<file path="config.mk">
export PLATFORM = sky130hd
export DESIGN_NAME = freq_meter_100m
export DESIGN_NICKNAME = d
export VERILOG_FILES = /design/src/rtl/freq_meter_100m.sv
export SDC_FILE = /design/constraint.sdc
export NUM_CORES = 1
export LEC_CHECK = 0
export ABC_AREA = 1
export ABC_CLOCK_PERIOD_IN_PS = 3050
export CAP_MARGIN = 15
export CORE_AREA = 2 2 157 159
export CTS_BUF_LIST = sky130_fd_sc_hd__clkbuf_2 sky130_fd_sc_hd__clkbuf_4 sky130_fd_sc_hd__clkbuf_8
export DETAILED_ROUTE_END_ITERATION = 10
export DIE_AREA = 0 0 159 161
export GPL_TIMING_DRIVEN = 0
export PLACE_DENSITY = 0.57
export RECOVER_POWER = 50
export SYNTH_ARGS = -nofsm -noshare
export SYNTH_HDL_FRONTEND = slang
export SYNTH_SLANG_ARGS = --single-unit
</file>
<file path="constraint.sdc">
create_clock -name clk_100M -period 3.05 [get_ports clk_100M]
set_clock_uncertainty 0.1 [all_clocks]
set_input_delay 0.61 -clock clk_100M [delete_from_list [all_inputs] [get_ports clk_100M]]
set_output_delay 0.61 -clock clk_100M [all_outputs]
set_load 0.02 [all_outputs]
</file>
<file path="src/rtl/freq_meter_100m.sv">
// freq_meter_100m: measures an asynchronous slow input against clk_100M.
// Counts synchronized rising edges over a fixed gate window (freq) and the
// clk_100M distance between consecutive rising edges (period).
module freq_meter_100m #(
   parameter int unsigned GATE_CYCLES = 100_000_000,
   parameter int unsigned CNT_W       = 27
) (
   input  logic             clk_100M,
   input  logic             clr,
   input  logic             en,
   input  logic             sig_in,
   output logic [CNT_W-1:0] freq,
   output logic             freq_valid,
   output logic             freq_ovf,
   output logic [CNT_W-1:0] period,
   output logic             period_valid
);

   localparam int unsigned      GateW    = $clog2(GATE_CYCLES);
   localparam logic [GateW-1:0] GateLast = GateW'(GATE_CYCLES - 1);
   localparam logic [GateW-1:0] GateOne  = GateW'(1);
   localparam logic [CNT_W-1:0] CntMax   = {CNT_W{1'b1}};
   localparam logic [CNT_W-1:0] CntOne   = CNT_W'(1);

   typedef enum logic [0:0] {StIdle, StRun} state_e;

   state_e state_q, state_d;

   logic s1_q, s2_q, s3_q;
   logic rise;

   logic [GateW-1:0] gate_q, gate_d;
   logic [CNT_W-1:0] edge_cnt_q, edge_cnt_d;
   logic             win_ovf_q, win_ovf_d;
   logic [CNT_W-1:0] per_cnt_q, per_cnt_d;
   logic             armed_q, armed_d;

   logic [CNT_W-1:0] freq_q, freq_d;
   logic             freq_valid_q, freq_valid_d;
   logic             freq_ovf_q, freq_ovf_d;
   logic [CNT_W-1:0] period_q, period_d;
   logic             period_valid_q, period_valid_d;

   logic             run;
   logic             win_close;
   logic             edge_sat;
   logic [CNT_W-1:0] edge_next;
   logic             ovf_next;
   logic [CNT_W-1:0] per_plus;

   // Two-flop synchronizer plus history flop for rising-edge detection.
   always_ff @(posedge clk_100M) begin
      if (clr) begin
         s1_q <= 1'b0;
         s2_q <= 1'b0;
         s3_q <= 1'b0;
      end else begin
         s1_q <= sig_in;
         s2_q <= s1_q;
         s3_q <= s2_q;
      end
   end

   assign rise = s2_q & ~s3_q;

   // Run/idle state register.
   always_ff @(posedge clk_100M) begin
      if (clr) begin
         state_q <= StIdle;
      end else begin
         state_q <= state_d;
      end
   end

   // Next state follows the enable.
   always_comb begin
      state_d = state_q;
      unique case (state_q)
         StIdle:  if (en)  state_d = StRun;
         StRun:   if (!en) state_d = StIdle;
         default: state_d = StIdle;
      endcase
   end

   assign run       = (state_q == StRun);
   assign win_close = run & (gate_q == GateLast);
   assign edge_sat  = (edge_cnt_q == CntMax);
   assign edge_next = (rise & ~edge_sat) ? edge_cnt_q + CntOne : edge_cnt_q;
   assign ovf_next  = win_ovf_q | (rise & edge_sat);
   assign per_plus  = (per_cnt_q == CntMax) ? per_cnt_q : per_cnt_q + CntOne;

   // Counter and result next-state; idle clears counters and holds results.
   always_comb begin
      gate_d         = '0;
      edge_cnt_d     = '0;
      win_ovf_d      = 1'b0;
      per_cnt_d      = '0;
      armed_d        = 1'b0;
      freq_d         = freq_q;
      freq_ovf_d     = freq_ovf_q;
      freq_valid_d   = 1'b0;
      period_d       = period_q;
      period_valid_d = 1'b0;

      if (run) begin
         gate_d = win_close ? '0 : gate_q + GateOne;

         // An edge on the closing cycle still belongs to the closing window.
         if (win_close) begin
            freq_d       = edge_next;
            freq_ovf_d   = ovf_next;
            freq_valid_d = 1'b1;
         end else begin
            edge_cnt_d = edge_next;
            win_ovf_d  = ovf_next;
         end

         per_cnt_d = per_plus;
         armed_d   = armed_q;
         // The first edge after entering run only arms the period measurement.
         if (rise) begin
            if (armed_q) begin
               period_d       = per_plus;
               period_valid_d = 1'b1;
            end
            per_cnt_d = '0;
            armed_d   = 1'b1;
         end
      end
   end

   // Counter and result registers.
   always_ff @(posedge clk_100M) begin
      if (clr) begin
         gate_q         <= '0;
         edge_cnt_q     <= '0;
         win_ovf_q      <= 1'b0;
         per_cnt_q      <= '0;
         armed_q        <= 1'b0;
         freq_q         <= '0;
         freq_valid_q   <= 1'b0;
         freq_ovf_q     <= 1'b0;
         period_q       <= '0;
         period_valid_q <= 1'b0;
      end else begin
         gate_q         <= gate_d;
         edge_cnt_q     <= edge_cnt_d;
         win_ovf_q      <= win_ovf_d;
         per_cnt_q      <= per_cnt_d;
         armed_q        <= armed_d;
         freq_q         <= freq_d;
         freq_valid_q   <= freq_valid_d;
         freq_ovf_q     <= freq_ovf_d;
         period_q       <= period_d;
         period_valid_q <= period_valid_d;
      end
   end

   assign freq         = freq_q;
   assign freq_valid   = freq_valid_q;
   assign freq_ovf     = freq_ovf_q;
   assign period       = period_q;
   assign period_valid = period_valid_q;

endmodule

</file>
After elaboration in Yosys (flattened, before gate mapping)
Cells that the tools add are included.
{"block": "op_classes", "eq_ne": 3, "add_sub_neg": 3, "reduce_logical": 6, "bitwise": 9, "n_mux": 5}
{"op": "$add 27x1->27 const B", "count": 3}
{"op": "$eq 27x27->1 const B", "count": 3}
{"op": "$mux 27", "count": 2}
{"op": "$reduce_or 3->1", "count": 3}
{"op": "$and 1x1->1", "count": 4}
{"op": "$not 1->1", "count": 4}
{"op": "$mux 1", "count": 3}
{"op": "$reduce_and 3->1", "count": 1}
{"op": "$reduce_and 2->1", "count": 1}
{"op": "$reduce_or 2->1", "count": 1}
{"op": "$or 1x1->1", "count": 1}
{"block": "word_totals", "ff_bits": 144, "word_cells": 40, "out_inout_bits": 57}

Depth between registers and ports, before layout
Gate-level depths: netlist (run 1).
{"block": "logic_depth", "ltp_word": 4, "ltp_mapped": 12}

Worst setup path after synthesis (run 1)
Ideal clock, no wire load.
{"block": "synth_path", "path_kind": "reg2reg", "startpoint": "reg per_cnt_q[0]", "endpoint": "reg period_q[6] (netlist: period[6])", "t_required_ns": 2.892, "arrival_ns": 1.647, "stages_incl_launch_ff": 11, "path_buffers": 1, "slack_ns": 1.245, "cell_sequence": "dfxtp_1 ha_1 nand3_1 inv_2 nand2_2 nor2_4 nand2_2 buf_2 nand3_1 o211ai_1 inv_1"}
{"block": "synth_between", "elab_chain_len": 2, "elab_cells_between_ends": 3, "cone_classes": "1 x add/sub; 1 x eq/ne; 1 x mux"}
{"item": "start: declaration", "line": "35", "rtl": "logic [CNT_W-1:0] per_cnt_q, per_cnt_d;"}
{"item": "start signal: assignment", "line": "149", "rtl": "per_cnt_q <= per_cnt_d;"}
{"item": "$add 27x1->27 / $eq 27x27->1 (equally long branches)", "line": "90", "rtl": "assign per_plus = (per_cnt_q == CntMax) ? per_cnt_q : per_cnt_q + CntOne;"}
{"item": "$mux 27 *", "line": "90"}
{"item": "end signal: assignment", "line": "154", "rtl": "period_q <= period_d;"}
{"item": "end: declaration", "line": "41", "rtl": "logic [CNT_W-1:0] period_q, period_d;"}
Mark *: on every way between the ends. The rest lies on a longest branch, timed or not.
A chain may end at the register's enable or synchronous reset.

Worst setup path in the final report (run 1)
{"block": "layout_path", "startpoint": "reg gate_q[0]", "endpoint": "reg gate_q[20]"}
{"block": "layout_between", "elab_chain_len": 3, "elab_cells_between_ends": 4, "cone_classes": "1 x add/sub; 1 x eq/ne; 1 x bitwise; 1 x reduce/logical"}
{"item": "start: declaration", "line": "32", "rtl": "logic [GateW-1:0] gate_q, gate_d;"}
{"item": "start signal: assignment", "line": "146", "rtl": "gate_q <= gate_d;"}
{"item": "branches (longest 3 deep; another with $add 27x1->27)"}
Parallel ways; which one is timed is not known.

==> run metrics, run 1 <==
Pins Over Slew Limit=0; DIE HEIGHT=161 um; Core Area=24000 sq um; #FFs+latches synth=144; Top FF cell, synth=dfxtp_1; largest net degree at the start of global routing=17; hold buffer count at cts=0; Slew Limit Headroom=50.3%; filler cell count=2618; Layout Cells excl Fill=1459; crit end category=register; Inst Count DP=1427; Avg WL per Cell=12.8 um; Seq pwr share=52.5%; final hold viol count=0; via count=6580; Mapped Avg Cell Area=6.75 sq um; Combinational Power Share=1.8%; Final period util=82.4%; DR pass1 iterations=5; Total GRT Usage=14.8%; Routed Antenna Nets=0; critical path launch point type=register; I/O Pins=61; Tot Pwr=3.59 mW; status=complete, no violations; # setup viols final=0; Clk pwr share=45.8%; CTS Buffer Depth=2; crit path max fanout=10; Yosys warnings=0; fmax=0.398 GHz; commonest non-fill, non-tap cells in the layout=256 x nand2_1, 158 x inv_1, 146 x nor2_1; sequential area share after synthesis=40.9%; post-cts sizing count=0; setup_tns=0 ns; Netlist cell types=41; HP Class=register to register; Final Cell Area=8440 sq um; Post-CTS Setup Bufs=0; Initial Utilization=29.4%; clk sink count=144; CTS tree=built; Setup CP Type=register to register; switch share=23.5%; register area=2880 sq um; Worst Max-Slew Pin Slew=0.738 ns; GP Congestion=0.875; first-pass GRT wire length=30800 um; die width=159 um; internal power=2.75 mW; Net Sw Power=0.845 mW; Hold Slack=0.306 ns; Placement Rows=57; Pwr Density=426 nW/um^2; via density per instance=4.51; CTS buffer count=17; initial antenna violation count=0; initial DRC count=536; Max-Cap Viols=0; fraction of layout cells with a size suffix above 1=6.52%; area occupied by multi-input gates=3360 sq um; Peak VDD IR=230 uV; clock transition at the registers of the reported paths=0.09 ns; # diodes=0; Cells after Synth=1044; vias in the first global route=6156; P_leak=3.43 nW; H-tree level count=4; placed instance area=8050 sq um; Port Buffer Count=59; Tmin final=2.51 ns; DRC Markers=0; Nets=1129; CP required=3.29 ns; GRT overflow=0; RSZ-0062 raised after global routing=no; Post-synth EDFFs=0; DP Wirelength=13800 um; crit path DAT=2.76 ns; Post-Route WL=18700 um; Area growth syn-to-layout=19.7%; insertion delay to the later sink of the worst-skew pair=0.46 ns; die area=25600 sq um; most common cell after layout, fill and taps aside=nand2_1; Async SR Flop Fraction=0%; Synth Cell Area=7050 sq um; CTS root buffer=clkbuf_8; Syn Nets=1051
-- routing by layer --
metal	vias to the layer above	wire, um	share of wire [%]	GRT usage, %
li1	3434	-	-	-
met1	2960	8670	46	18.9
met2	163	8910	48	25.2
met3	23	899	4.8	3.29
met4	0	258	1.4	4.34
met5	-	0	0	0
-- kinds of logic after synthesis --
group                    synth area share, %
XOR/XNOR                                3.98
buffers and inverters                   11.0
AO/OA/AOI/OAI                           8.55
AND/OR/NAND/NOR                         35.0
adder cells (fa/ha/maj)                0.532
flip-flops                              40.9
-- flip-flops by register name (all words and copies together), names as in the netlist --
| signal | count |
|---|---|
| per_cnt_q | 27 |
| edge_cnt_q | 27 |
| s2_q | 1 |
| freq | 27 |
| win_ovf_q | 1 |
| armed_q | 1 |
| run | 1 |
| gate_q | 27 |
| s1_q | 1 |
| s3_q | 1 |
| period_valid | 1 |
| period | 27 |
| freq_valid | 1 |
| freq_ovf | 1 |
-- power groups by stage --
stage | clock (mW) | sequential, mW | combinational [mW]
3_5_place_dp | 0 | 1.93 | 0.0651
6_report | 1.65 | 1.89 | 0.0634
2_1_floorplan | 0 | 1.93 | 0.0373
5_1_grt | 1.77 | 1.89 | 0.0700
3_3_place_gp | 0 | 1.93 | 0.0648
4_1_cts | 1.69 | 1.89 | 0.0654
-- critical path: stages, from the launching register on --
cell	delay, ns
dfxtp_1	0.38
ha_1	0.18
nand3_1	0.12
nor2_1	0.32
nand2_1	0.22
inv_1	0.12
nand3b_1	0.19
nand2_1	0.34
clkbuf_2	0.36
a21oi_1	0.07
-- through the flow --
| stage | setup slack, ns | util (%) |
|---|---|---|
| floorplan | 1.24 | - |
| global placement | 0.720 | 33.6 |
| detailed placement | 0.675 | 33.6 |
| CTS | 0.700 | 35.3 |
| global route | 0.292 | 35.2 |
| finish | 0.536 | 35.2 |
-- final timing paths --
kind / slack (ns) / startpoint / to / depth (start not counted)
max: 0.54 / gate_q[0]$_SDFF_PP0_ / gate_q[20]$_SDFF_PP0_ / 9
min reg2reg: 0.31 / s1_q$_SDFF_PP0_ / s2_q$_SDFF_PP0_ / 2
min: 0.31 / s1_q$_SDFF_PP0_ / s2_q$_SDFF_PP0_ / 2
max reg2reg: 0.54 / gate_q[0]$_SDFF_PP0_ / gate_q[20]$_SDFF_PP0_ / 9
-- area by class of cell --
class | count | share of cell area, %
multi-input cells | 709 | 39.8
repair buffers | 59 | 7.00
well taps | 324 | 4.80
inverters | 162 | 7.22
clock inverters | 12 | 1.88
clock buffers | 20 | 3.11
plain buffers | 29 | 2.00
flip-flops and latches | 144 | 34.2
-- synth_stat cells (2+ instances only) --
library cell | instances | area [sq um]
nor2_4 | 4 | 45.0
nor2_2 | 2 | 12.5
nand3_2 | 2 | 20.0
xor2_1 | 10 | 87.6
nand3b_1 | 13 | 97.6
a21oi_1 | 72 | 360
o211ai_1 | 11 | 82.6
nand3_1 | 85 | 425
xnor2_1 | 22 | 193
nand4_1 | 19 | 119
dfxtp_1 | 144 | 2880
ha_1 | 3 | 37.5
or2_2 | 8 | 50.1
o21ai_0 | 22 | 110
inv_2 | 4 | 15.0
a21o_1 | 2 | 15.0
inv_1 | 156 | 586
nand2_2 | 5 | 31.3
clkbuf_1 | 10 | 37.5
nor3_1 | 16 | 80.1
a31oi_1 | 3 | 18.8
buf_2 | 12 | 60.1
nor2_1 | 145 | 544
nand2_1 | 254 | 953
buf_6 | 4 | 45.0
Note: power is estimated with default switching activity, not from simulation.
==> inputs of run 2 (changes only) <==
Settings changed: ABC_CLOCK_PERIOD_IN_PS 3050 to 2200, PLACE_DENSITY 0.57 to 0.59.
Clock period 3.05 ns to 2.2 ns, I/O delays scaled along.
==> run 2 against run 1 <==
Against the previous run:
- global-route usage shrank 0.093 points
- power grew 44%
- sequential power grew 38%
- worst hold slack gained 0.0032 ns
- count of clock-buffer cells in the layout shrank 1
- clock power grew 50%
- critical path depth shrank 8
- routed wire length shrank 2.1%
- sequential cell count is the same
- critical path type is now register to output port
- largest cell class unchanged
- highest routed layer unchanged
==> run metrics, run 2 (synthesized netlist as in run 1, its figures left out) <==
r2r setup slk=0.12 ns; initial DRC count=373; vias in the first global route=6186; Pwr Density=607 nW/um^2; die area=25600 sq um; Setup CP Type=register to output port; worst setup path end=period[13]; Core Area=24000 sq um; Port Buffer Count=59; final core occ=35.6%; crit end category=output port; family with the most delay on the worst path=buffers and inverters; fraction of layout cells with a size suffix above 1=7.76%; CTS Buffer Depth=2; commonest non-fill, non-tap cells in the layout=254 x nand2_1, 157 x inv_1, 143 x nor2_1; Pins Over Slew Limit=0; Levels on crit path=1; Reg-to-Reg Start=gate_q[0]$_SDFF_PP0_; largest net degree at the start of global routing=17; Tmin final=2.09 ns; HP Class=register to register; first-pass GRT wire length=30500 um; H-tree level count=4; DR pass1 iterations=6; Total GRT Usage=14.7%; final worst setup slack=0.112 ns; final hold viol count=0; DP Wirelength=13700 um; GRT overflow=0; Post-CTS Setup Bufs=0; Area growth syn-to-layout=21.1%; I/O Pins=61; Tot Pwr=5.19 mW; CTS root buffer=clkbuf_8; R2R depth=11; CP required=1.66 ns; DRC Markers=0; Worst Max-Slew Pin Slew=0.720 ns; CTS buffer count=17; Final period util=94.9%; Final Cell Area=8540 sq um; Post-Route WL=18400 um; crit path max fanout=2; fmax=0.479 GHz; insertion delay to the later sink of the worst-skew pair=0.46 ns; Peak VDD IR=508 uV; clk sink count=144; clock transition at the registers of the reported paths=0.09 ns; via count=6561; CTS tree=built; Initial Utilization=29.4%; # diodes=0; critical path launch point type=register; Hold Slack=0.310 ns; sum of buffers and inverters on the critical path=1; via density per instance=4.50; RSZ-0062 raised after global routing=yes; Routed Antenna Nets=0; CP startpoint=period[13]$_SDFFE_PP0P_; Avg WL per Cell=12.6 um; placed instance area=8050 sq um; # setup viols final=0; status=complete, no violations; Place WS=-0.0667 ns; die width=159 um; Worst path slowest cell=dlygate4sd3_1; DIE HEIGHT=161 um; Max-Cap Viols=0; initial antenna violation count=0; CP max stage delay=0.75 ns; R2R Path End=freq[8]$_SDFFE_PP0P_; most common cell after layout, fill and taps aside=nand2_1; crit path DAT=1.55 ns; P_leak=3.51 nW; Slew Limit Headroom=51.5%; Nets=1129; GP Congestion=0.895; Placement Rows=57; worst-path cell chain=dlygate4sd3_1
[run 2: cell types whose count changed in the layout (fill, tap and decap cells not counted), sizes merged]
cell	delta
buf	-2
bufinv	+2
clkbuf	+1
clkdlybuf4s50	-6
clkinv	-2
clkinvlp	-1
dlygate4sd3	+6
inv	+1
[run 2: how the worst min path moves through the flow]
| stage | from | end | slack [ns] | cells after the start |
|---|---|---|---|---|
| 6_report | s1_q$_SDFF_PP0_ | s2_q$_SDFF_PP0_ | 0.31 | 2 |
| 4_1_cts | s1_q$_SDFF_PP0_ | s2_q$_SDFF_PP0_ | 0.31 | 2 |
| 2_1_floorplan | s1_q$_SDFF_PP0_ | s2_q$_SDFF_PP0_ | 0.29 | 2 |
| 3_5_place_dp | s1_q$_SDFF_PP0_ | s2_q$_SDFF_PP0_ | 0.30 | 2 |
| 5_1_grt | s1_q$_SDFF_PP0_ | s2_q$_SDFF_PP0_ | 0.36 | 2 |
| 3_3_place_gp | s1_q$_SDFF_PP0_ | s2_q$_SDFF_PP0_ | 0.29 | 2 |
[run 2: cell type report]
class | instances | area [sq um]
fillers | 2570 | 15400
multi-input cells | 709 | 3410
flip-flops and latches | 144 | 2890
inverters | 162 | 609
repair buffers | 59 | 591
well taps | 324 | 405
clock buffers | 19 | 255
clock inverters | 12 | 206
plain buffers | 29 | 173
[run 2: per-stage QoR]
step	instances	TNS [ns]
floorplan	1044	0
global placement	1427	-0.212
detailed placement	1427	-0.273
CTS	1458	0
global route	1458	-0.642
finish	1458	0
[run 2: power by group]
group / leakage (nW) / internal (mW) / switching, mW
combinational: 2.11 / 0.0190 / 0.0692
sequential: 1.16 / 2.61 / 0.00494
clock: 0.230 / 1.40 / 1.09
[run 2: what timing repair did]
action                                  CTS  global route
hold buffers                              0             0
pin swaps                                 0             0
gates resized for setup                   6            11
endpoints found under the setup margin   36            64
[run 2: layer usage]
| metal | GRT usage [%] | part of all wire, % | up-vias |
|---|---|---|---|
| li1 | - | - | 3434 |
| met1 | 19.0 | 47 | 2981 |
| met2 | 25.1 | 47 | 128 |
| met3 | 3.36 | 4.2 | 18 |
| met4 | 3.60 | 1.4 | 0 |
| met5 | 0 | 0 | - |
==> variant 1: new RTL, flow settings as in run 2 <==
Register the output `freq` once more, without a reset; this adds one clock of latency there. The other outputs are not delayed to match.
--- a/src/rtl/freq_meter_100m.sv
+++ b/src/rtl/freq_meter_100m.sv
@@ -158,3 +158,5 @@
 
-   assign freq         = freq_q;
+   always_ff @(posedge clk_100M) begin
+      freq <= freq_q;
+   end
    assign freq_valid   = freq_valid_q;
Function: same outputs for any inputs over 10 cycles, from zero or initial values; that may be too few to reach the edited logic, so the function may still have changed.
==> variant 1 against run 2 <==
  * Die area stayed put
  * Synthesized area is 8.3% higher
  * Count of clock-buffer cells in the layout is 2 lower
  * Sequential cell count is 27 higher
  * Power is 5.1% higher
  * Setup slack better by 0.016 ns
  * Wire length is 4.4% higher
  * Final area is 6.5% higher
  * Largest cell class unchanged
==> variant 1: results (changes against run 2) <==
status completed; sequential power share 57.0% (+6.6 points); largest vdd supply drop 321 uV (-37%); Routability Congestion 0.902 (+0.84%); Seq/Total Area, Yosys 44.8% (+3.9 points); Final Non-Filler Cells 1503 (+3.1%); fraction of layout cells with a size suffix above 1 7.89% (+0.13 points); grt met2 use 26.7% (+1.5 points); CP max FO 10 (+8); final net count 1174 (+4.0%); met2 wire length 9350 microns (+8.1%); fin area 9090 sq um (+6.5%); Pint 4.15 mW (+3.1%); CP arrival 2.37 ns (+0.82 ns); total power 5.45 mW (+5.1%); Hold Path Sink freq[18]$_DFF_P_; HP Start freq_q[18]$_SDFFE_PP0P_; Hold Path Cell Cnt 0 (-2); vias in the first global route 6321 (+2.2%); area of the multi-input gates 3500 sq um (+2.6%); R2R Path End period[13]$_SDFFE_PP0P_; worst setup margin 0.128 ns (+0.0161 ns); Area after DPL 8630 sq um (+7.3%); drt initial violations 339 (-9.1%); 1st-pass router iterations 5 (-1); post-DP HPWL 14500 microns (+6.2%); top cells by area, synth dfxtp_1 45%, nand2_1 13%, nor2_1 7.9%
==> variant 1: changes by cell type after synthesis, sizes merged, moves of 3 or more <==
cell,delta
o211ai,-4
nor3b,+6
nor2,+15
dfxtp,+27
nand3,-4
a21oi,+3
nand2,+21
xnor2,-4
nand4,-7
==> variant 1: worst reg2reg max path: stages (launching register included) <==
cell      delay (ns)
dfxtp_1         0.44
ha_4            0.22
nand3_2         0.13
inv_1           0.16
nand4_1         0.16
inv_2           0.14
nand2_1         0.10
clkbuf_2        0.24
nand3_1         0.17
nor2_1          0.06
nor2_1          0.11
==> variant 1: kinds of logic after synthesis <==
logic type | after synthesis | synth area share, %
flops | 171 | 44.8
fa+ha+maj | 3 | 0.492
xor+xnor | 30 | 3.44
buf+inv | 187 | 9.90
simple gates | 590 | 33.9
compound gates | 108 | 7.47
==> variant 2: new RTL, settings of run 2 <==
Made on the original files. Set the parameter `GATE_CYCLES` to 200_000_000 (it was 100_000_000).
--- a/src/rtl/freq_meter_100m.sv
+++ b/src/rtl/freq_meter_100m.sv
@@ -4,3 +4,3 @@
 module freq_meter_100m #(
-   parameter int unsigned GATE_CYCLES = 100_000_000,
+   parameter int unsigned GATE_CYCLES = 200_000_000,
    parameter int unsigned CNT_W       = 27
Formal check against the unedited RTL: no difference found for any inputs over 10 cycles, from zero or initial values; that may be too few to reach the edited logic, so the function may still have changed.
==> variant 2 against run 2 <==
  * Sequential cell count up 1
  * Final area is 2.0% higher
  * Fmax rose by 0.31%
  * Power fell by 1.2%
  * Combinational power rose by 4.0%
  * Via count grew 1.8%
  * Wire length increased by 4.6%
  * Synthesized area grew 2.4%
  * Setup slack improved by 0.0064 ns
  * Critical path type unchanged
  * Largest power group unchanged
==> variant 2: results (changes against run 2) <==
Synth top cells by count 254 x nand2_1, 198 x nor2_1, 145 x dfxtp_1; Post-CTS Setup Bufs 0 (unchanged); Worst setup startpoint freq[22]$_SDFFE_PP0P_; PortBufs 59 (unchanged); reg2reg path depth 13 (+2); Mapped Nets 1080 (+2.8%); FF-to-FF Start edge_cnt_q[0]$_SDFF_PP0_; Max clock buf depth 2 (unchanged); fraction of layout cells with a size suffix above 1 8.68% (+0.92 points); Total Wirelength 19200 microns (+4.6%); top cells by area, synth dfxtp_1 40%, nand2_1 13%, nor2_1 10%; global-route wire length before repair 32000 microns (+5.1%); Hold Path Cell Cnt 2 (unchanged); largest vdd supply drop 255 uV (-50%); overall global routing resource usage 15.5% (+0.78 points); CTS Buf Count 17 (unchanged); vias in the first global route 6453 (+4.3%); hold crit path type reg -> reg; 1st-pass router iterations 5 (-1); Vias 6677 (+1.8%); hold_ws 0.316 ns (+0.00616 ns); max reg flops 28; CTS root buf clkbuf_8; Async S/R FF share, synth 0% (unchanged); initial antenna violation count 0 (unchanged); status completed; Biggest register gate_q; HP Start s1_q$_SDFF_PP0_; Seq/Total Area, Yosys 40.2% (-0.67 points); drt initial violations 317 (-15%); distinct cell type count after synthesis 37 (-9.8%); Routability Congestion 0.871 (-2.6%); top_reg_cell synth dfxtp_1; final net count 1158 (+2.6%); diode count 0 (unchanged); post-DP HPWL 14700 microns (+7.3%); family with the most delay on the worst path buffers and inverters; Worst path max stage delay 0.69 ns (-0.06 ns); Switching Power 1.11 mW (-4.5%); Slew headroom 45.2% (-6.4 points); r2r setup slk 0.16 ns (+0.04 ns); R2R Path End freq[2]$_SDFFE_PP0P_; Leakage 3.58 nW (+2.0%)
-- variant 2: changes by cell type in the layout (fill, tap and decap cells not counted), sizes merged, moves of 4 or more --
| cell | change |
|---|---|
| dlygate4sd3 | -6 |
| xnor2 | -5 |
| nor2 | +58 |
| nand3 | +7 |
| clkdlybuf4s50 | +6 |
| nand2 | +11 |
| clkbuf | +4 |
| o21ai | -4 |
| a21oi | -22 |
| inv | -20 |
-- variant 2: worst max path at each step --
stage | endpoint | slack (ns)
6_report | freq[22] | 0.12
5_1_grt | period[14]$_SDFFE_PP0P_ | 0.03
4_1_cts | period[14]$_SDFFE_PP0P_ | 0.01
3_5_place_dp | per_cnt_q[24]$_SDFF_PP0_ | -0.05
3_3_place_gp | period[24]$_SDFFE_PP0P_ | -0.07
2_1_floorplan | freq[5]$_SDFFE_PP0P_ | 0.43
-- variant 2: what timing repair did --
action                                  4_1_cts  5_1_grt
resized for setup                             1        8
cloned                                        0        0
endpoints found under the setup margin        1       51
-- variant 2: per-stage QoR --
| stage | instances | util, % | cell area [sq um] | power, mW | setup WS (ns) |
|---|---|---|---|---|---|
| CTS | 1488 | 36.2 | 8660 | 5.17 | 0.00956 |
| global route | 1488 | 36.3 | 8700 | 5.31 | 0.0287 |
| finish | 1488 | 36.3 | 8700 | 5.12 | 0.118 |
| global placement | 1456 | 34.3 | 8210 | 2.79 | -0.0657 |
| floorplan | 1073 | - | 7220 | 2.75 | 0.426 |
| detailed placement | 1456 | 34.3 | 8210 | 2.79 | -0.0509 |
-- variant 2: cell families after synthesis --
group / share of synthesized area [%]
AOI/OAI and AO/OA: 6.83
xor gates and xnor gates: 3.40
adders and majority gates: 0.520
buffers and inverters: 10.3
DFF: 40.2
and+or+nand+nor: 38.7
-- variant 2: routing by layer --
metal	part of all wire, %	up-vias	global-route usage (%)
li1	-	3533	-
met1	49	2978	20.4
met4	2.0	0	5.79
met2	45	132	25.1
met5	0	-	0
met3	4.1	34	3.36
-- variant 2: layout make-up --
cell class,count,area [sq um]
clock inverters,9,154
repair buffers,59,591
well taps,324,405
plain buffers,31,205
multi-input cells,754,3610
flip-flops and latches,145,2900
clock buffers,23,298
inverters,143,539
fillers,2619,15300
-- variant 2: power groups by stage --
stage	clock network (mW)	logic (mW)	registers, mW
after CTS	2.45	0.0934	2.63
final	2.40	0.0918	2.63
after floorplan	0	0.0589	2.69
after detailed placement	0	0.0934	2.69
after global placement	0	0.0933	2.69
after global routing	2.57	0.102	2.63
